<file path="config.mk">
export PLATFORM = sky130hd
export DESIGN_NAME = full_stage_ctrl_param_flat
export DESIGN_NICKNAME = d
export VERILOG_FILES = /design/src/rtl/full_stage_ctrl_param_if.sv /design/src/rtl/full_stage_ctrl_param.sv /design/src/flat_wrapper.sv
export SDC_FILE = /design/constraint.sdc
export NUM_CORES = 1
export LEC_CHECK = 0
export CORE_AREA = 2 2 523 525
export DETAILED_ROUTE_END_ITERATION = 7
export DIE_AREA = 0 0 525 527
export GPL_TIMING_DRIVEN = 0
export PLACE_DENSITY = 0.3
export SYNTH_ARGS = -nofsm -noshare
export SYNTH_HDL_FRONTEND = slang
export SYNTH_SLANG_ARGS = --single-unit
export TNS_END_PERCENT = 30
</file>
<file path="constraint.sdc">
create_clock -name clk -period 2.1 [get_ports clk]
set_input_delay 0.42 -clock clk [delete_from_list [all_inputs] [get_ports clk]]
set_output_delay 0.42 -clock clk [all_outputs]
set_load 0.03 [all_outputs]
</file>
<file path="src/rtl/full_stage_ctrl_param_if.sv">
// Bus bundle between the stage controller/datapath and full_stage_ctrl_param.
// slave = the control block's view, master = the surrounding stage's view.
interface full_stage_ctrl_param_if #(
  parameter int WIDTH   = 32,
  parameter int NTAPS   = 6,
  parameter int DATA_AW = 6,
  parameter int TAP_AW  = 4,
  parameter int PHASE_W = 2
);
  logic                     active, active_normal, active_pre, active_start_d;
  logic                     fb_en, bias_fb_en;
  logic                     data_valid;
  logic [DATA_AW-1:0]       data_write_addr, data_read_addr;
  logic [WIDTH-1:0]         data_value;
  logic [TAP_AW-1:0]        tap_address, bias_wr_address;
  logic                     error_valid;
  logic [WIDTH-1:0]         error_value;
  logic [31:0]              error_sub_address;
  logic [PHASE_W-1:0]       error_phase, error_phase_read;
  logic                     error_update_first, error_update_latch, error_tap_update_out;
  logic [WIDTH-1:0]         st_data_out, st_data_out_pre, st_bias_out;
  logic [WIDTH*NTAPS-1:0]   st_tap_out;
  logic [WIDTH-1:0]         data_rd_data, bias_rd_data;
  logic [WIDTH*NTAPS-1:0]   tap_rd_data;
  logic                     out_rdy, pre_rdy;

  logic                     data_wr_vld, data_rd_vld;
  logic [DATA_AW-1:0]       data_wr_addr, data_rd_addr;
  logic [WIDTH-1:0]         data_wr_data;
  logic                     tap_rd_vld, tap_wr_vld, tap_sub_vld, tap_inter, tap_inter_first;
  logic [TAP_AW-1:0]        tap_rd_addr, tap_wr_addr;
  logic [WIDTH*NTAPS-1:0]   tap_wr_data;
  logic [31:0]              tap_sub_addr;
  logic [WIDTH-1:0]         tap_sub_data;
  logic                     bias_rd_vld, bias_wr_vld;
  logic [TAP_AW-1:0]        bias_rd_addr, bias_wr_addr;
  logic [WIDTH-1:0]         bias_wr_data;
  logic [WIDTH*NTAPS-1:0]   taps;
  logic [WIDTH-1:0]         st_data, st_bias;
  logic                     first;
  logic [WIDTH-1:0]         out_data, pre_data;
  logic                     out_vld, pre_vld;
  logic                     err_pend, err_drop;

  modport slave (
    input  active, active_normal, active_pre, active_start_d, fb_en, bias_fb_en,
           data_valid, data_write_addr, data_value, data_read_addr,
           tap_address, bias_wr_address, error_valid, error_value, error_sub_address,
           error_phase, error_phase_read, error_update_first, error_update_latch,
           error_tap_update_out, st_data_out, st_data_out_pre, st_bias_out, st_tap_out,
           data_rd_data, bias_rd_data, tap_rd_data, out_rdy, pre_rdy,
    output data_wr_vld, data_wr_addr, data_wr_data, data_rd_vld, data_rd_addr,
           tap_rd_vld, tap_rd_addr, tap_wr_vld, tap_wr_addr, tap_wr_data,
           tap_sub_vld, tap_sub_addr, tap_sub_data, tap_inter, tap_inter_first,
           bias_rd_vld, bias_rd_addr, bias_wr_vld, bias_wr_addr, bias_wr_data,
           taps, st_data, st_bias, first, out_data, pre_data, out_vld, pre_vld,
           err_pend, err_drop
  );

  modport master (
    output active, active_normal, active_pre, active_start_d, fb_en, bias_fb_en,
           data_valid, data_write_addr, data_value, data_read_addr,
           tap_address, bias_wr_address, error_valid, error_value, error_sub_address,
           error_phase, error_phase_read, error_update_first, error_update_latch,
           error_tap_update_out, st_data_out, st_data_out_pre, st_bias_out, st_tap_out,
           data_rd_data, bias_rd_data, tap_rd_data, out_rdy, pre_rdy,
    input  data_wr_vld, data_wr_addr, data_wr_data, data_rd_vld, data_rd_addr,
           tap_rd_vld, tap_rd_addr, tap_wr_vld, tap_wr_addr, tap_wr_data,
           tap_sub_vld, tap_sub_addr, tap_sub_data, tap_inter, tap_inter_first,
           bias_rd_vld, bias_rd_addr, bias_wr_vld, bias_wr_addr, bias_wr_data,
           taps, st_data, st_bias, first, out_data, pre_data, out_vld, pre_vld,
           err_pend, err_drop
  );
endinterface

</file>
<file path="src/rtl/full_stage_ctrl_param.sv">
// Control block for one fully-connected stage: memory port steering, delayed
// tap/bias write-back, error-vs-feedback tap write arbitration, output holding regs.

// One valid/ready holding register; data is frozen while vld & ~rdy.
module fsc_hold_reg #(
  parameter int WIDTH = 32
) (
  input  logic             clk,
  input  logic             reset,
  input  logic             act,
  input  logic             rdy,
  input  logic [WIDTH-1:0] din,
  output logic             vld,
  output logic [WIDTH-1:0] dout
);
  always_ff @(posedge clk) begin
    if (reset) begin
      vld  <= 1'b0;
      dout <= '0;
    end else if (act && (!vld || rdy)) begin
      vld  <= 1'b1;
      dout <= din;
    end else if (rdy) begin
      vld  <= 1'b0;
    end
  end
endmodule

module full_stage_ctrl_param #(
  parameter int WIDTH       = 32,
  parameter int NTAPS       = 6,
  parameter int DATA_AW     = 6,
  parameter int TAP_AW      = 4,
  parameter int PHASE_W     = 2,
  parameter int ERR_BASE    = 12,
  parameter int TAP_FB_LAT  = 5,
  parameter int BIAS_FB_LAT = 4
) (
  input logic clk,
  input logic reset,
  full_stage_ctrl_param_if.slave bus
);
  localparam logic [TAP_AW-1:0] ERR_BASE_A = TAP_AW'(ERR_BASE);
  localparam int NHOLD = 2;

  typedef struct packed {
    logic [PHASE_W-1:0] phase;
    logic [31:0]        sub_addr;
    logic [WIDTH-1:0]   value;
  } err_req_t;

  // pass-through wiring
  assign bus.data_wr_vld     = bus.data_valid;
  assign bus.data_wr_addr    = bus.data_write_addr;
  assign bus.data_wr_data    = bus.data_value;
  assign bus.data_rd_addr    = bus.data_read_addr;
  assign bus.data_rd_vld     = bus.active_normal;
  assign bus.first           = bus.active_start_d;
  assign bus.st_data         = bus.data_rd_data;
  assign bus.st_bias         = bus.bias_rd_data;
  assign bus.taps            = bus.tap_rd_data;
  assign bus.tap_inter       = bus.error_tap_update_out;
  assign bus.tap_inter_first = bus.error_update_first;
  assign bus.tap_wr_data     = bus.st_tap_out;
  assign bus.bias_wr_data    = bus.st_bias_out;
  assign bus.tap_rd_vld      = bus.active_normal;
  assign bus.bias_rd_vld     = bus.active_normal;
  assign bus.bias_rd_addr    = bus.tap_address;
  assign bus.bias_wr_addr    = bus.bias_wr_address;

  logic [TAP_AW-1:0] rd_addr;
  assign rd_addr = bus.error_update_first ? ERR_BASE_A + TAP_AW'(bus.error_phase_read)
                                          : bus.tap_address;
  assign bus.tap_rd_addr = rd_addr;

  // write-back delay line: stage k holds the request issued k cycles ago
  logic                               wb_req;
  logic [TAP_FB_LAT:1]                vld_pipe;
  logic [TAP_FB_LAT:1][TAP_AW-1:0]    addr_pipe;
  logic                               fb_hit;
  logic [TAP_AW-1:0]                  fb_addr;

  assign wb_req  = bus.error_update_latch & ~bus.error_update_first;
  assign fb_hit  = vld_pipe[TAP_FB_LAT];
  assign fb_addr = addr_pipe[TAP_FB_LAT];
  assign bus.bias_wr_vld = bus.bias_fb_en & vld_pipe[BIAS_FB_LAT];

  always_ff @(posedge clk) begin
    if (reset) begin
      vld_pipe  <= '0;
      addr_pipe <= '0;
    end else begin
      vld_pipe[1]  <= wb_req;
      addr_pipe[1] <= rd_addr;
      for (int k = 2; k <= TAP_FB_LAT; k++) begin
        vld_pipe[k]  <= vld_pipe[k-1];
        addr_pipe[k] <= addr_pipe[k-1];
      end
    end
  end

  // tap write arbitration: feedback > pending error > fresh error
  err_req_t pend, err_in;
  logic     pend_vld, drop;
  logic     fb_win;

  assign err_in = '{phase: bus.error_phase, sub_addr: bus.error_sub_address, value: bus.error_value};
  assign fb_win = fb_hit & bus.fb_en;

  always_comb begin
    bus.tap_wr_vld   = 1'b0;
    bus.tap_wr_addr  = fb_addr;
    bus.tap_sub_vld  = 1'b0;
    bus.tap_sub_addr = err_in.sub_addr;
    bus.tap_sub_data = err_in.value;
    if (fb_win) begin
      bus.tap_wr_vld   = 1'b1;
    end else if (pend_vld) begin
      bus.tap_wr_vld   = 1'b1;
      bus.tap_sub_vld  = 1'b1;
      bus.tap_wr_addr  = ERR_BASE_A + TAP_AW'(pend.phase);
      bus.tap_sub_addr = pend.sub_addr;
      bus.tap_sub_data = pend.value;
    end else if (bus.error_valid) begin
      bus.tap_wr_vld   = 1'b1;
      bus.tap_sub_vld  = 1'b1;
      bus.tap_wr_addr  = ERR_BASE_A + TAP_AW'(err_in.phase);
    end
  end

  always_ff @(posedge clk) begin
    if (reset) begin
      pend_vld <= 1'b0;
      pend     <= '0;
      drop     <= 1'b0;
    end else if (fb_win) begin
      if (bus.error_valid) begin
        if (!pend_vld) begin
          pend_vld <= 1'b1;
          pend     <= err_in;
        end else begin
          drop     <= 1'b1;
        end
      end
    end else if (pend_vld) begin
      // buffer drains this cycle; a new error can refill it behind the drain
      pend_vld <= bus.error_valid;
      if (bus.error_valid) pend <= err_in;
    end
  end

  assign bus.err_pend = pend_vld;
  assign bus.err_drop = drop;

  // holding registers: lane 0 = out, lane 1 = pre
  logic [NHOLD-1:0]            h_act, h_rdy, h_vld;
  logic [NHOLD-1:0][WIDTH-1:0] h_din, h_dout;

  assign h_act = {bus.active_pre, bus.active};
  assign h_rdy = {bus.pre_rdy, bus.out_rdy};
  assign h_din = {bus.st_data_out_pre, bus.st_data_out};

  for (genvar g = 0; g < NHOLD; g++) begin : g_hold
    fsc_hold_reg #(.WIDTH(WIDTH)) u_hold (
      .clk  (clk),
      .reset(reset),
      .act  (h_act[g]),
      .rdy  (h_rdy[g]),
      .din  (h_din[g]),
      .vld  (h_vld[g]),
      .dout (h_dout[g])
    );
  end

  assign bus.out_vld  = h_vld[0];
  assign bus.out_data = h_dout[0];
  assign bus.pre_vld  = h_vld[1];
  assign bus.pre_data = h_dout[1];
endmodule

</file>
<file path="src/flat_wrapper.sv">
// flat-port wrapper written by rule: the top's interface ports become plain ports
module full_stage_ctrl_param_flat 
#(
  parameter int WIDTH       = 32,
  parameter int NTAPS       = 6,
  parameter int DATA_AW     = 6,
  parameter int TAP_AW      = 4,
  parameter int PHASE_W     = 2,
  parameter int ERR_BASE    = 12,
  parameter int TAP_FB_LAT  = 5,
  parameter int BIAS_FB_LAT = 4
)
  (clk, reset, bus_active, bus_active_normal, bus_active_pre, bus_active_start_d, bus_fb_en, bus_bias_fb_en, bus_data_valid, bus_data_write_addr, bus_data_value, bus_data_read_addr, bus_tap_address, bus_bias_wr_address, bus_error_valid, bus_error_value, bus_error_sub_address, bus_error_phase, bus_error_phase_read, bus_error_update_first, bus_error_update_latch, bus_error_tap_update_out, bus_st_data_out, bus_st_data_out_pre, bus_st_bias_out, bus_st_tap_out, bus_data_rd_data, bus_bias_rd_data, bus_tap_rd_data, bus_out_rdy, bus_pre_rdy, bus_data_wr_vld, bus_data_wr_addr, bus_data_wr_data, bus_data_rd_vld, bus_data_rd_addr, bus_tap_rd_vld, bus_tap_rd_addr, bus_tap_wr_vld, bus_tap_wr_addr, bus_tap_wr_data, bus_tap_sub_vld, bus_tap_sub_addr, bus_tap_sub_data, bus_tap_inter, bus_tap_inter_first, bus_bias_rd_vld, bus_bias_rd_addr, bus_bias_wr_vld, bus_bias_wr_addr, bus_bias_wr_data, bus_taps, bus_st_data, bus_st_bias, bus_first, bus_out_data, bus_pre_data, bus_out_vld, bus_pre_vld, bus_err_pend, bus_err_drop);
  full_stage_ctrl_param_if #(.WIDTH(WIDTH), .NTAPS(NTAPS), .DATA_AW(DATA_AW), .TAP_AW(TAP_AW), .PHASE_W(PHASE_W)) bus_i ();
  input logic clk;
  input logic reset;
  input wire logic [$bits(bus_i.active)-1:0] bus_active;
  input wire logic [$bits(bus_i.active_normal)-1:0] bus_active_normal;
  input wire logic [$bits(bus_i.active_pre)-1:0] bus_active_pre;
  input wire logic [$bits(bus_i.active_start_d)-1:0] bus_active_start_d;
  input wire logic [$bits(bus_i.fb_en)-1:0] bus_fb_en;
  input wire logic [$bits(bus_i.bias_fb_en)-1:0] bus_bias_fb_en;
  input wire logic [$bits(bus_i.data_valid)-1:0] bus_data_valid;
  input wire logic [$bits(bus_i.data_write_addr)-1:0] bus_data_write_addr;
  input wire logic [$bits(bus_i.data_value)-1:0] bus_data_value;
  input wire logic [$bits(bus_i.data_read_addr)-1:0] bus_data_read_addr;
  input wire logic [$bits(bus_i.tap_address)-1:0] bus_tap_address;
  input wire logic [$bits(bus_i.bias_wr_address)-1:0] bus_bias_wr_address;
  input wire logic [$bits(bus_i.error_valid)-1:0] bus_error_valid;
  input wire logic [$bits(bus_i.error_value)-1:0] bus_error_value;
  input wire logic [$bits(bus_i.error_sub_address)-1:0] bus_error_sub_address;
  input wire logic [$bits(bus_i.error_phase)-1:0] bus_error_phase;
  input wire logic [$bits(bus_i.error_phase_read)-1:0] bus_error_phase_read;
  input wire logic [$bits(bus_i.error_update_first)-1:0] bus_error_update_first;
  input wire logic [$bits(bus_i.error_update_latch)-1:0] bus_error_update_latch;
  input wire logic [$bits(bus_i.error_tap_update_out)-1:0] bus_error_tap_update_out;
  input wire logic [$bits(bus_i.st_data_out)-1:0] bus_st_data_out;
  input wire logic [$bits(bus_i.st_data_out_pre)-1:0] bus_st_data_out_pre;
  input wire logic [$bits(bus_i.st_bias_out)-1:0] bus_st_bias_out;
  input wire logic [$bits(bus_i.st_tap_out)-1:0] bus_st_tap_out;
  input wire logic [$bits(bus_i.data_rd_data)-1:0] bus_data_rd_data;
  input wire logic [$bits(bus_i.bias_rd_data)-1:0] bus_bias_rd_data;
  input wire logic [$bits(bus_i.tap_rd_data)-1:0] bus_tap_rd_data;
  input wire logic [$bits(bus_i.out_rdy)-1:0] bus_out_rdy;
  input wire logic [$bits(bus_i.pre_rdy)-1:0] bus_pre_rdy;
  output wire logic [$bits(bus_i.data_wr_vld)-1:0] bus_data_wr_vld;
  output wire logic [$bits(bus_i.data_wr_addr)-1:0] bus_data_wr_addr;
  output wire logic [$bits(bus_i.data_wr_data)-1:0] bus_data_wr_data;
  output wire logic [$bits(bus_i.data_rd_vld)-1:0] bus_data_rd_vld;
  output wire logic [$bits(bus_i.data_rd_addr)-1:0] bus_data_rd_addr;
  output wire logic [$bits(bus_i.tap_rd_vld)-1:0] bus_tap_rd_vld;
  output wire logic [$bits(bus_i.tap_rd_addr)-1:0] bus_tap_rd_addr;
  output wire logic [$bits(bus_i.tap_wr_vld)-1:0] bus_tap_wr_vld;
  output wire logic [$bits(bus_i.tap_wr_addr)-1:0] bus_tap_wr_addr;
  output wire logic [$bits(bus_i.tap_wr_data)-1:0] bus_tap_wr_data;
  output wire logic [$bits(bus_i.tap_sub_vld)-1:0] bus_tap_sub_vld;
  output wire logic [$bits(bus_i.tap_sub_addr)-1:0] bus_tap_sub_addr;
  output wire logic [$bits(bus_i.tap_sub_data)-1:0] bus_tap_sub_data;
  output wire logic [$bits(bus_i.tap_inter)-1:0] bus_tap_inter;
  output wire logic [$bits(bus_i.tap_inter_first)-1:0] bus_tap_inter_first;
  output wire logic [$bits(bus_i.bias_rd_vld)-1:0] bus_bias_rd_vld;
  output wire logic [$bits(bus_i.bias_rd_addr)-1:0] bus_bias_rd_addr;
  output wire logic [$bits(bus_i.bias_wr_vld)-1:0] bus_bias_wr_vld;
  output wire logic [$bits(bus_i.bias_wr_addr)-1:0] bus_bias_wr_addr;
  output wire logic [$bits(bus_i.bias_wr_data)-1:0] bus_bias_wr_data;
  output wire logic [$bits(bus_i.taps)-1:0] bus_taps;
  output wire logic [$bits(bus_i.st_data)-1:0] bus_st_data;
  output wire logic [$bits(bus_i.st_bias)-1:0] bus_st_bias;
  output wire logic [$bits(bus_i.first)-1:0] bus_first;
  output wire logic [$bits(bus_i.out_data)-1:0] bus_out_data;
  output wire logic [$bits(bus_i.pre_data)-1:0] bus_pre_data;
  output wire logic [$bits(bus_i.out_vld)-1:0] bus_out_vld;
  output wire logic [$bits(bus_i.pre_vld)-1:0] bus_pre_vld;
  output wire logic [$bits(bus_i.err_pend)-1:0] bus_err_pend;
  output wire logic [$bits(bus_i.err_drop)-1:0] bus_err_drop;
  assign bus_i.active = bus_active;
  assign bus_i.active_normal = bus_active_normal;
  assign bus_i.active_pre = bus_active_pre;
  assign bus_i.active_start_d = bus_active_start_d;
  assign bus_i.fb_en = bus_fb_en;
  assign bus_i.bias_fb_en = bus_bias_fb_en;
  assign bus_i.data_valid = bus_data_valid;
  assign bus_i.data_write_addr = bus_data_write_addr;
  assign bus_i.data_value = bus_data_value;
  assign bus_i.data_read_addr = bus_data_read_addr;
  assign bus_i.tap_address = bus_tap_address;
  assign bus_i.bias_wr_address = bus_bias_wr_address;
  assign bus_i.error_valid = bus_error_valid;
  assign bus_i.error_value = bus_error_value;
  assign bus_i.error_sub_address = bus_error_sub_address;
  assign bus_i.error_phase = bus_error_phase;
  assign bus_i.error_phase_read = bus_error_phase_read;
  assign bus_i.error_update_first = bus_error_update_first;
  assign bus_i.error_update_latch = bus_error_update_latch;
  assign bus_i.error_tap_update_out = bus_error_tap_update_out;
  assign bus_i.st_data_out = bus_st_data_out;
  assign bus_i.st_data_out_pre = bus_st_data_out_pre;
  assign bus_i.st_bias_out = bus_st_bias_out;
  assign bus_i.st_tap_out = bus_st_tap_out;
  assign bus_i.data_rd_data = bus_data_rd_data;
  assign bus_i.bias_rd_data = bus_bias_rd_data;
  assign bus_i.tap_rd_data = bus_tap_rd_data;
  assign bus_i.out_rdy = bus_out_rdy;
  assign bus_i.pre_rdy = bus_pre_rdy;
  assign bus_data_wr_vld = bus_i.data_wr_vld;
  assign bus_data_wr_addr = bus_i.data_wr_addr;
  assign bus_data_wr_data = bus_i.data_wr_data;
  assign bus_data_rd_vld = bus_i.data_rd_vld;
  assign bus_data_rd_addr = bus_i.data_rd_addr;
  assign bus_tap_rd_vld = bus_i.tap_rd_vld;
  assign bus_tap_rd_addr = bus_i.tap_rd_addr;
  assign bus_tap_wr_vld = bus_i.tap_wr_vld;
  assign bus_tap_wr_addr = bus_i.tap_wr_addr;
  assign bus_tap_wr_data = bus_i.tap_wr_data;
  assign bus_tap_sub_vld = bus_i.tap_sub_vld;
  assign bus_tap_sub_addr = bus_i.tap_sub_addr;
  assign bus_tap_sub_data = bus_i.tap_sub_data;
  assign bus_tap_inter = bus_i.tap_inter;
  assign bus_tap_inter_first = bus_i.tap_inter_first;
  assign bus_bias_rd_vld = bus_i.bias_rd_vld;
  assign bus_bias_rd_addr = bus_i.bias_rd_addr;
  assign bus_bias_wr_vld = bus_i.bias_wr_vld;
  assign bus_bias_wr_addr = bus_i.bias_wr_addr;
  assign bus_bias_wr_data = bus_i.bias_wr_data;
  assign bus_taps = bus_i.taps;
  assign bus_st_data = bus_i.st_data;
  assign bus_st_bias = bus_i.st_bias;
  assign bus_first = bus_i.first;
  assign bus_out_data = bus_i.out_data;
  assign bus_pre_data = bus_i.pre_data;
  assign bus_out_vld = bus_i.out_vld;
  assign bus_pre_vld = bus_i.pre_vld;
  assign bus_err_pend = bus_i.err_pend;
  assign bus_err_drop = bus_i.err_drop;
  full_stage_ctrl_param #(.WIDTH(WIDTH), .NTAPS(NTAPS), .DATA_AW(DATA_AW), .TAP_AW(TAP_AW), .PHASE_W(PHASE_W), .ERR_BASE(ERR_BASE), .TAP_FB_LAT(TAP_FB_LAT), .BIAS_FB_LAT(BIAS_FB_LAT)) u_core (.clk(clk), .reset(reset), .bus(bus_i));
endmodule
</file>
# --- Word-level counts from Yosys, hierarchy flattened ---
# Cells that the tools add are included.
word_totals:
  out_inout_bits: 682
  ff_bits: 159
  wordCells: 60
  inputBits: 679
classes:
  reduce_logical: 11
  eq_ne: 3
  n_addsub: 3
  bitwise_logic: 4
  muxes: 24
ops:
  columns: ["cell", "count"]
  rows:
  - ["$mux 66", 5]
  - ["$mux 32", 4]
  - ["$mux 4", 4]
  - ["$add 3x3->4 const A", 3]
  - ["$mux 1", 11]
  - ["$ne 2x2->1 const B", 3]
  - ["$reduce_bool 2->1", 3]
  - ["$reduce_and 4->1", 1]
  - ["$and 1x1->1", 3]
  - ["$reduce_and 3->1", 1]
  - ["$logic_and 1x1->1", 2]
  - ["$logic_not 1->1", 2]
  - ["$logic_or 1x1->1", 2]
  - ["$not 1->1", 1]

# --- Depth between registers and ports, before layout ---
# Gate-level depths: netlist of the first run.
logic_depth:
  depth_word: 4
  depth_mapped: 5
  ltp_nobuf: 3

# --- Modules after synthesis ---
# A second synthesis of the first run with hierarchy kept.
hier_totals:
  cells_unflattened: 1264
  hier_area_um2: 11621.1
modules_own_cells:
  columns: ["mod", "instances", "area_each_um2", "cells_per_inst", "seq_area_each_um2"]
  rows:
  - ["full_stage_ctrl_param", 1, 8650.8, 978, 1861.8]
  - ["fsc_hold_reg", 2, 1485.2, 143, 660.6]

# --- Least setup slack after synthesis of the first run ---
# OpenSTA, ideal clock, no wires.
synth_timing:
  path_type: "register to output"
  start: "register u_core.pend_vld (netlist: u_core.bus.err_pend)"
  end: "output port bus_tap_wr_addr[0]"
  required_ns: 1.680
  stages_incl_launch_ff: 6
  arrival_time_ns: 1.594
  slack_ns: 0.086
  path_cell_list: "dfxtp_1 a21bo_2 buf_6 buf_4 o22ai_1 a21oi_1"
synth_via:
  elab_chain_len: 2
synth_lines:
  columns: ["element", "line_no", "text"]
  rows:
  - ["start, declared", "full_stage_ctrl_param.sv:104", "logic pend_vld, drop;"]
  - ["start signal, assigned", "full_stage_ctrl_param.sv:147", "pend_vld <= bus.error_valid;"]
  - ["$mux 4", "full_stage_ctrl_param.sv:118", "end else if (pend_vld) begin"]
  - ["$mux 4", "full_stage_ctrl_param.sv:116", "if (fb_win) begin"]
  - ["end, declared", "flat_wrapper.sv:54", "output wire logic [$bits(bus_i.tap_wr_addr)-1:0] bus_tap_wr_addr;"]
# No other way between the ends.

# --- Worst setup path in the final report of the first run ---
layout_timing:
  start: "register u_core.vld_pipe[5] (netlist bit)"
  end: "output port bus_tap_sub_data[10]"
layout_via:
  elab_chain_len: 2
layout_lines:
  columns: ["element", "line_no", "text"]
  rows:
  - ["start, declared", "full_stage_ctrl_param.sv:78", "logic [TAP_FB_LAT:1] vld_pipe;"]
  - ["start signal, assigned by index", "full_stage_ctrl_param.sv:96", "vld_pipe[k] <= vld_pipe[k-1];"]
  - ["$and 1x1->1", "full_stage_ctrl_param.sv:108", "assign fb_win = fb_hit & bus.fb_en;"]
  - ["$mux 32", "full_stage_ctrl_param.sv:116", null]
  - ["end, declared", "flat_wrapper.sv:58", "output wire logic [$bits(bus_i.tap_sub_data)-1:0] bus_tap_sub_data;"]
# No other way between the ends.

==> impl_results.md, run 1 <==
- Status: finished, violations left
- Failing checks: negative setup slack
- Final Max Tran Viols: 0
- Clock skew: approximately 0.028 ns
- Area Overhead vs Synth: 124%
- Initial antenna violation count: ~120
- Avg Synthesized Cell Area: just under 9 um^2
- CP Class: reg2out
- Combinational family with the most area after synthesis: buffers and inverters
- Cts hold-fix bufs: 0
- Final std cells w/o fill: around 5800
- Final period util: 116%
- Final setup violation count: 66
- Complex-gate fraction of the synthesized area: about 6.6%
- Num rows: ~190
- Core Box Area: around 0.27 mm^2
- Worst path required time: 1.68 ns
- Count leader, synth: buf_4
- CTS clock-pin slew for the worst setup and hold paths: between 0.1 and 0.15 ns
- Max clock buf depth: 2
- Simple-gate area share of the yosys netlist: around 12%
- Die Height: between 500 and 600 um
- Final Worst Setup Slack: -0.332 ns
- EDFF count, synth: 0
- Net count after synthesis: 1958
- Post-detail-place hpwl: ~110 mm
- Pleak: 9.27 nW
- Synth Register Bits: between 150 and 200
- DRT iter0 DRCs: 460
- Antenna Nets Post-Route: 0
- Number of global-route vias before repair: around 12000
- Filler instances: roughly 32000
- Critical Path Fanout Max: 10
- Ports: between 1000 and 1500
- Share of the synthesized area in the top cell type: 36.6%
- DR vias: about 12000
- GPL Wtd Cong: 0.819
- Slew @ Worst Pin: between 0.8 and 0.9 ns
- Final Hold Violating Endpoints: 0
- R2R Setup Slk: ~0.17 ns
- R2r worst-path depth: 4
- DRC viols: 0
- Fin crit period: 2.43 ns
- Most used cell, CP: buf_12
- CTS tree: yes
- Layout cells sized above 1: between 30% and 40%
- Num CTS Buffers: 17
- R2r endpoint: u_core.g_hold[1].u_hold.dout[4]$_SDFFE_PP0P_
- Die area: around 0.28 mm^2
- Hold EP: u_core.vld_pipe[1]$_SDFF_PP0_
- Tightest Hold Check Type: in2reg
- Global-route wire length before repair: 150 mm
- Top post-synthesis cells by count: buf_4 (542), dfxtp_1 (159), nand2b_1 (136)
- RSZ-0062 raised after global routing: true
- Register area share after synthesis: 28.6%
- Post-Syn Area: roughly 0.011 mm^2
- Placed Instances: around 5700
- Max-cap viol count: 0
- Skew-Pair Late Insertion Delay: between 0.5 and 0.6 ns
- Cell Chain, Critical Path: a21bo_4 -> buf_12 -> buf_12 -> mux2_4 -> buf_6
- Sw Pwr: around 5 mW
- Total Wirelength: between 100 and 150 mm
- PwrDens: roughly 470 mW/mm^2
- Largest net degree at the start of global routing: 20
- Slowest cell on crit path: dfxtp_4
- Root buf cell: clkbuf_16
- Combinational share of power: around 41%
- Die W: around 530 um
- Grt ovf: 0
- Internal power: roughly 7 mW
- Max VDD drop: between 700 and 800 uV
- Post-synthesis adder-cell area fraction: less than 1%
- Nets: ~2800
- Clock group share of total power: 32.1%
- PortBufs: 825
- Synth Warn #: 0
- Sw Share: 41.6%
- Crit path launch type: register
- Sequential fraction of design power: 26.7%
- Max-slew headroom: between 40% and 50%
- Util after Layout: under 10%
- Worst Hold Depth: 2
- Worst Path Arrival: roughly 2 ns
- CTS Sinks: between 150 and 200
- Fmax: roughly 400 MHz
- CTS H-tree lvls: 4
- Worst path max stage delay: between 0.3 and 0.4 ns
- Pre-CTS WS: -1.31 ns
- Initial Util: about 4.1%
- Distinct cells, synth: 25
- Via-per-instance ratio: around 2.1
- Total track usage: between 8 and 9%
- Syn Inst Count: ~1300
- Largest area contributor in the netlist: buf_4
- DR WL/cell: between 20 and 25 um
- Worst R2R Start: u_core.g_hold[1].u_hold.vld$_SDFFE_PP0P_
- Top post-synthesis cells by area: buf_4 (37%), dfxtp_1 (29%), nand2b_1 (7.7%), mux2_2 (6.7%), mux2i_1 (5.9%)
- Post-Synth XOR/XNOR Area: 0%
- Crit. End Element: primary output
- Pre-antenna DRT Iters: 4
- Post-synth ARST share: 0%
- Final setup TNS: -19.19 ns
- Top_reg_cell synth: dfxtp_1
- Hold_sp: bus_error_update_first
- Mux cell area share after synthesis: 12.6%
## cells in the final DEF (no fill, tap or decap), drive strengths merged
master,count
nand2b,136
o22ai,4
nand3b,1
or2,2
clkdlybuf4s50,692
a21oi,69
a41oi,1
dlygate4sd2,47
a21bo,2
dfxtp,159
mux2i,66
o21ai,65
maj3,1
clkinv,7
dlymetal6s2s,3
nand2,1
diode,46
clkbuf,71
inv,12
clkinvlp,1
nor2b,26
and2,1
mux2,66
nor2,2
buf,634
nand3,65
nor3b,1
clkdlybuf4s15,9
## how the worst max path moves through the flow
stage,from,end,cells after the start
floorplan,u_core.bus.err_pend$_SDFFE_PP0P_,bus_tap_wr_addr[0],5
global placement,bus_active,u_core.g_hold[0].u_hold.dout[2]$_SDFFE_PP0P_,5
detailed placement,bus_out_rdy,u_core.g_hold[0].u_hold.dout[27]$_SDFFE_PP0P_,6
CTS,u_core.vld_pipe[5]$_SDFF_PP0_,bus_tap_sub_addr[18],4
global route,u_core.vld_pipe[5]$_SDFF_PP0_,bus_tap_sub_data[10],5
finish,u_core.vld_pipe[5]$_SDFF_PP0_,bus_tap_sub_data[10],5
## power by group through the flow
stage	clock, mW	sequential, mW	combinational, mW
floorplan	0	3.36	2.43
finish	3.78	3.14	4.85
detailed placement	0	3.22	5.00
global placement	0	3.22	5.01
global route	4.18	3.15	5.10
CTS	4.14	3.14	5.00
## cell type report
class,count,area (um^2),area share [%]
repair buffers,833,8300,33.3
well taps,3589,4490,18.0
plain buffers,606,4470,18.0
multi-input cells,509,3710,14.9
flip-flops and latches,159,3190,12.8
clock buffers,17,425,1.71
clock inverters,15,190,0.763
diodes,46,115,0.462
inverters,5,18.8,0.0753
## stage by stage
stage                     total power [mW]  hold WS [ns]  cell area [um^2]
after floorplan                       5.79         0.414             11100
after global placement                8.22         0.418             23900
after detailed placement              8.22         0.425             23900
after CTS                             12.3         0.257             24700
after global routing                  12.4         0.126             24800
final                                 11.8         0.197             24900
## cell families (layout without fill, tap and decap cells)
| kind of cell | count (synthesis) | in the layout |
|---|---|---|
| multiplexers | 132 | 132 |
| flip-flops | 159 | 159 |
| AND/OR/NAND/NOR | 235 | 235 |
| adder cells (fa/ha/maj) | 1 | 1 |
| other | 0 | 46 |
| buffers and inverters | 611 | 1476 |
| AO/OA/AOI/OAI | 141 | 141 |
## flip-flops by register name, summed over array words and instances (netlist names)
name                       cells
u_core.pend                   66
u_core.g_hold.u_hold.dout     64
u_core.addr_pipe              16
u_core.vld_pipe                5
u_core.fb_addr                 4
u_core.g_hold.u_hold.vld       2
u_core.bus.err_drop            1
u_core.bus.err_pend            1
## critical path: cells and delay by family (launching register included)
kind,cells,cell delay (ns)
flip-flops,1,0.38
multiplexers,1,0.32
buffers and inverters,3,0.46
AO/OA/AOI/OAI,1,0.27
## repair_timing
item | 4_1_cts | 5_1_grt
pin swaps | 1 | 2
cloned | 1 | 3
endpoints found under the setup margin | 184 | 79
gates resized for setup | 547 | 53
buffers inserted | 1 | 3
## per-layer routing
layer / global-route usage, % / share of wire [%] / vias up
met5: 0 / 0.45 / -
met4: 1.68 / 1.8 / 88
met3: 6.01 / 14 / 211
met2: 14.1 / 46 / 884
met1: 9.09 / 37 / 5556
li1: - / - / 5393
Power figures use the tool's default switching activity.
==> run 2, diff against run 1 <==
--- a/config.mk
+++ b/config.mk
@@ -10,6 +10,7 @@
 export DIE_AREA = 0 0 525 527
 export GPL_TIMING_DRIVEN = 0
 export PLACE_DENSITY = 0.3
+export RECOVER_POWER = 25
 export SYNTH_ARGS = -nofsm -noshare
 export SYNTH_HDL_FRONTEND = slang
 export SYNTH_SLANG_ARGS = --single-unit
==> impl_results.md, run 2 (synthesis gave the netlist of run 1 again) <==
- Clock skew: 0.0271 ns (-0.000398 ns)
- Total track usage: 8.64% (unchanged)
- Worst Path Arrival: 2.02 ns (about the same)
- Crit path launch type: register
- CP Class: reg2out
- Pre-CTS WS: -1.31 ns (unchanged)
- Util after Layout: 9.14% (-0.028 points)
- Critical Path Fanout Max: 10 (unchanged)
- Initial antenna violation count: 119 (unchanged)
- Max clock buf depth: 2 (unchanged)
- Final Worst Setup Slack: -0.336 ns (-0.00424 ns)
- Pre-antenna DRT Iters: 4 (unchanged)
- Die area: 0.277 mm^2 (unchanged)
- CTS clock-pin slew for the worst setup and hold paths: 0.11 ns (about the same)
- Root buf cell: clkbuf_16
- Placed Instances: 5693 (unchanged)
- Final instance area: 0.0248 mm^2 (-0.31%)
- Grt ovf: 0 (unchanged)
- Sw Share: 41.8% (+0.12 points)
- Global-route wire length before repair: 150 mm (unchanged)
- Nets: 2810 (unchanged)
- Sequential fraction of design power: 26.8% (about the same)
- Total Wirelength: 124 mm (about the same)
- Antenna Nets Post-Route: 0 (unchanged)
- Initial Util: 4.09% (unchanged)
- PortBufs: 825 (unchanged)
- Max reg flops: 66 (unchanged)
- DR vias: 12200 (+0.31%)
- Clock group share of total power: 32.2% (about the same)
- Max VDD drop: 753 uV (about the same)
- CTS tree: yes
- Via-per-instance ratio: 2.11 (+0.70%)
- Final Max Tran Viols: 0 (unchanged)
- Max-cap viol count: 0 (unchanged)
- Worst path max stage delay: 0.39 ns (about the same)
- Slowest cell on crit path: dfxtp_4
- Cell Chain, Critical Path: a21bo_4 -> buf_12 -> buf_12 -> mux2_4 -> buf_6
- Final Hold Violating Endpoints: 0 (unchanged)
- Max-slew headroom: 38.3% (-2.4 points)
- DR WL/cell: 21.6 um (+0.38%)
- Hold slack: 0.194 ns (-0.00263 ns)
- Final setup TNS: -20.36 ns (-1.17 ns)
- Largest net degree at the start of global routing: 20 (unchanged)
- Most frequent cells in the layout: clkdlybuf4s50_1 (571), buf_4 (556), dfxtp_1 (156)
- Most common cell after layout, fill and taps aside: clkdlybuf4s50_1
- Number of global-route vias before repair: 12200 (unchanged)
- Sw Pwr: 4.90 mW (-0.16%)
- CTS H-tree lvls: 4 (unchanged)
- RSZ-0062 raised after global routing: true
- Ports: 1361 (unchanged)
- Final std cells w/o fill: 5757 (-0.38%)
- Total power: 11.7 mW (-0.45%)
- Post-detail-place hpwl: 113 mm (unchanged)
- GPL Wtd Cong: 0.819 (unchanged)
- CTS Sinks: 159 (unchanged)
- Fin crit period: 2.44 ns (+0.00424 ns)
- Num CTS Buffers: 17 (unchanged)
- Final period util: 116% (+0.20 points)
- Layout cells sized above 1: 35.8% (-0.093 points)
- Area Overhead vs Synth: 123%
- Slew @ Worst Pin: 0.925 ns (+0.0385 ns)
- Combinational share of power: 41.0% (-0.2 points)
- Pleak: 9.29 nW (+0.29%)
- Die W: 525 um (unchanged)
- Num rows: 192 (unchanged)
- Final setup violation count: 116 (+76%)
- PwrDens: 472 mW/mm^2 (-0.15%)
- Internal power: 6.83 mW (-0.66%)
- Placed Area: 0.0239 mm^2 (unchanged)
- DRC viols: 0 (unchanged)
- Most used cell, CP: buf_12
- Failing checks: negative setup slack
- Core Box Area: 0.272 mm^2 (unchanged)
- Largest Register: u_core.pend
- Die Height: 527 um (unchanged)
- Largest regs: u_core.pend (66), u_core.g_hold.u_hold.dout (64), u_core.addr_pipe (16)
- Cts hold-fix bufs: 0 (unchanged)
- Status: finished, violations left
- Crit. End Element: primary output
- DRT iter0 DRCs: 472 (+2.6%)
- Skew-Pair Late Insertion Delay: 0.57 ns (about the same)
- Fmax: 411 MHz (-0.17%)
- Worst path required time: 1.68 ns (about the same)
- Tightest Hold Check Type: in2reg
## run 2: cell types whose count changed in the layout (fill, tap and decap cells not counted)
cell,previous run,this run
diode_2,46,24
clkbuf_1,38,39
buf_2,22,20
buf_4,557,556
a21oi_1,67,68
clkdlybuf4s50_1,692,571
clkbuf_2,11,14
dlygate4sd3_1,0,121
a21oi_4,1,0
buf_6,42,41
## run 2: final timing paths
path                                                    start                       endpoint  slack (ns)  cells past startpoint
worst max-delay path            u_core.vld_pipe[5]$_SDFF_PP0_           bus_tap_sub_data[10]       -0.34                      5
worst min-delay path                   bus_error_update_first  u_core.vld_pipe[1]$_SDFF_PP0_        0.19                      2
worst max register to register  u_core.vld_pipe[5]$_SDFF_PP0_   u_core.pend[52]$_SDFFE_PP0P_       -0.05                      6
worst min register to register  u_core.vld_pipe[3]$_SDFF_PP0_  u_core.vld_pipe[4]$_SDFF_PP0_        0.45                      1
## run 2: timing repair
item / CTS / global route
setup buffers: 1 / 3
pin swaps: 1 / 2
gates resized for setup: 547 / 53
cloned: 1 / 3
endpoints found under the setup margin: 184 / 79
## run 2: routing by layer
layer  global-route usage, %  wire (um)  vias to the layer above
li1                        -          -                     5358
met1                    9.09      45800                     5597
met2                    14.1      57700                      890
met3                    6.01      17900                      227
met4                    1.68       2320                       98
met5                       0        617                        -
## run 2: layout make-up
type | instances | area, um^2
fill | 31600 | 247000
antenna | 24 | 60.1
tap | 3589 | 4490
timing repair buffer | 833 | 8300
inverter | 5 | 18.8
sequential | 159 | 3190
clock buffer | 17 | 425
clock inverter | 15 | 190
buffer | 606 | 4470
multi-input combinational | 509 | 3700
## run 2: worst max-delay path, delay by kind of cell, from the launching register on
family	cells	cell delay (ns)
buffers and inverters	3	0.46
multiplexers	1	0.32
AO/OA/AOI/OAI	1	0.27
flip-flops	1	0.39
## run 2: power by group through the flow
| stage | Combinational (mW) | Clock, mW | Sequential, mW |
|---|---|---|---|
| after floorplan | 2.43 | 0 | 3.36 |
| after global placement | 5.01 | 0 | 3.22 |
| after detailed placement | 5.00 | 0 | 3.22 |
| after CTS | 5.00 | 4.14 | 3.14 |
| after global routing | 5.05 | 4.18 | 3.15 |
| final | 4.80 | 3.78 | 3.14 |
==> run 3, diff against run 2 <==
--- a/config.mk
+++ b/config.mk
@@ -11,6 +11,7 @@
 export GPL_TIMING_DRIVEN = 0
 export PLACE_DENSITY = 0.3
 export RECOVER_POWER = 25
+export REMOVE_ABC_BUFFERS = 1
 export SYNTH_ARGS = -nofsm -noshare
 export SYNTH_HDL_FRONTEND = slang
 export SYNTH_SLANG_ARGS = --single-unit
==> impl_results.md, run 3 (synthesis gave the netlist of run 1 again) <==
- Status: finished, violations left
- Failing checks: negative setup slack
- DRC viols: 0 (unchanged)
- Final Hold Violating Endpoints: 0 (unchanged)
- Sw Share: 33.2% (-8.5 points)
- PortBufs: 294 (-64%)
- Nets: 1710 (-39%)
- Max-slew headroom: 51.3% (+13 points)
- CTS Sinks: 159 (unchanged)
- Antenna Nets Post-Route: 0 (unchanged)
- Fin crit period: 2.50 ns (+0.0609 ns)
- Worst Path Arrival: 2.08 ns (+0.06 ns)
- Max clock buf depth: 3 (+1)
- Cell Chain, Critical Path: a21bo_4 -> buf_12 -> buf_16 -> mux2_4 -> buf_8
- Via-per-instance ratio: 1.95 (-7.6%)
- Critical Path Fanout Max: 6 (-4)
- Placed Area: 0.0145 mm^2 (-39%)
- Skew-Pair Late Insertion Delay: 0.61 ns (+0.04 ns)
- Final setup violation count: 71 (-39%)
- Total power: 8.98 mW (-23%)
- Worst Hold Depth: 3 (+1)
- Die Height: 527 um (unchanged)
- Internal power: 6.00 mW (-12%)
- Max VDD drop: 456 uV (-40%)
- CTS H-tree lvls: 4 (unchanged)
- Num CTS Buffers: 21 (+4)
- Slew @ Worst Pin: 0.729 ns (-0.196 ns)
- Hold_sp: bus_active
- Ports: 1361 (unchanged)
- Final period util: 119% (+2.9 points)
- CTS tree: yes
- Global-route wire length before repair: 314 mm (+110%)
- Sequential fraction of design power: 35.0% (+8.2 points)
- Crit path launch type: register
- Crit. End Element: primary output
- Max reg flops: 66 (unchanged)
- Post-detail-place hpwl: 274 mm (+140%)
- Layout cells sized above 1: 22.6% (-13 points)
- Largest regs: u_core.pend (66), u_core.g_hold.u_hold.dout (64), u_core.addr_pipe (16)
- Hold EP: u_core.g_hold[0].u_hold.dout[30]$_SDFFE_PP0P_
- DR WL/cell: 63.6 um (+190%)
- Core Box Area: 0.272 mm^2 (unchanged)
- R2r endpoint: u_core.pend[14]$_SDFFE_PP0P_
- Clock skew: 0.0454 ns (+0.0182 ns)
- Initial antenna violation count: 46 (-61%)
- Tightest Hold Check Type: in2reg
- Num rows: 192 (unchanged)
- R2R Setup Slk: 0.10 ns (+0.15 ns)
- Total track usage: 20.6% (+12 points)
- Slowest cell on crit path: dfxtp_4
- Pleak: 4.63 nW (-50%)
- Total Wirelength: 295 mm (+140%)
- R2r worst-path depth: 8 (+2)
- Largest net degree at the start of global routing: 125 (+530%)
- Area Overhead vs Synth: 41.5%
- CTS clock-pin slew for the worst setup and hold paths: 0.08 ns (-0.03 ns)
- Fmax: 401 MHz (-2.4%)
- DR vias: 9062 (-26%)
- Final Worst Setup Slack: -0.397 ns (-0.0609 ns)
- Largest Register: u_core.pend
- CP Class: reg2out
- Sw Pwr: 2.98 mW (-39%)
- RSZ-0062 raised after global routing: true
- Die W: 525 um (unchanged)
- Final Max Tran Viols: 0 (unchanged)
- Pre-antenna DRT Iters: 4 (unchanged)
- Max-cap viol count: 0 (unchanged)
- PwrDens: 571 mW/mm^2 (+21%)
- Final instance area: 0.0157 mm^2 (-37%)
- Root buf cell: clkbuf_16
- Most frequent cells in the layout: clkdlybuf4s50_1 (173), dfxtp_1 (156), nand2b_1 (134)
- GPL Wtd Cong: 1.47 (+80%)
- Most common cell after layout, fill and taps aside: clkdlybuf4s50_1
- Initial Util: 4.09% (unchanged)
- Hold slack: 0.238 ns (+0.0437 ns)
- Number of global-route vias before repair: 8047 (-34%)
- Combinational share of power: 17.5% (-24 points)
- Grt ovf: 0 (unchanged)
- Pre-CTS WS: -1.47 ns (-0.167 ns)
- Clock group share of total power: 47.5% (+15 points)
- Worst path required time: 1.68 ns (about the same)
- Worst R2R Start: u_core.vld_pipe[5]$_SDFF_PP0_
- Die area: 0.277 mm^2 (unchanged)
- DRT iter0 DRCs: 690 (+46%)
- Worst path max stage delay: 0.38 ns (about the same)
[run 3: cell types whose count changed in the layout (fill, tap and decap cells not counted), moves of 4 or more]
cell,delta
dlygate4sd3_1,-121
clkinv_8,-6
clkdlybuf4s50_1,-398
clkbuf_1,-39
buf_8,+9
buf_16,+4
buf_2,-10
buf_12,+8
dlygate4sd2_1,-6
buf_4,-537
clkbuf_2,-13
diode_2,-14
[run 3: layout make-up]
class / instances / area, um^2
Clock buffer: 24 / 567
Tap cell: 3589 / 4490
Inverter: 5 / 18.8
Antenna cell: 10 / 25.0
Clock inverter: 9 / 110
Fill cell: 31900 / 256000
Multi-Input combinational cell: 511 / 3760
Timing Repair Buffer: 333 / 3570
Sequential cell: 159 / 3190
[run 3: metal layers]
layer | routed length [um] | global-route usage, % | part of all wire, % | vias up
met5 | 1460 | 3.46 | 0.49 | -
met4 | 43000 | 24.5 | 15 | 40
met2 | 159000 | 39.6 | 54 | 1709
met1 | 29500 | 5.61 | 10 | 3829
met3 | 62300 | 20.6 | 21 | 350
li1 | - | - | - | 3134
[run 3: repair_timing]
action | CTS | global route
pin swaps | 1 | 4
hold buffers | 0 | 0
gates cloned | 4 | 2
setup endpoints to repair | 156 | 130
gates resized for setup | 482 | 82
setup buffers | 12 | 11
[run 3: worst max path at each step]
| stage | from | to | slack [ns] | cells past startpoint |
|---|---|---|---|---|
| 4_1_cts | u_core.bus.err_pend$_SDFFE_PP0P_ | bus_tap_sub_addr[18] | -0.48 | 5 |
| 6_report | u_core.vld_pipe[5]$_SDFF_PP0_ | bus_tap_sub_data[15] | -0.40 | 5 |
| 3_3_place_gp | reset | u_core.pend[19]$_SDFFE_PP0P_ | -6.08 | 3 |
| 3_5_place_dp | bus_fb_en | bus_tap_sub_data[1] | -1.47 | 5 |
| 5_1_grt | u_core.vld_pipe[5]$_SDFF_PP0_ | bus_tap_sub_data[10] | -0.46 | 5 |
| 2_1_floorplan | u_core.bus.err_pend$_SDFFE_PP0P_ | u_core.pend[0]$_SDFFE_PP0P_ | -1.20 | 3 |
[run 3: critical path, delay by kind of cell, from the launching register on]
family,cells,cell delay (ns)
buf+inv,3,0.48
mux,1,0.31
compound gates,1,0.26
flops,1,0.38
[run 3: power groups by stage]
stage / Clock, mW / Sequential [mW] / Combinational, mW
2_1_floorplan: 0 / 3.36 / 0.441
3_3_place_gp: 0 / 3.21 / 1.60
3_5_place_dp: 0 / 3.21 / 1.59
4_1_cts: 4.49 / 3.14 / 1.58
5_1_grt: 4.51 / 3.15 / 1.66
6_report: 4.26 / 3.14 / 1.57
[run 3: metrics by stage]
stage                     utilization, %  TNS [ns]  cells
final                               5.79    -21.69   4640
after floorplan                        -    -98.48    673
after detailed placement            5.33   -127.62   4569
after global routing                5.78    -26.61   4633
after CTS                           5.67    -40.87   4618
after global placement              5.21  -1077.56   4556
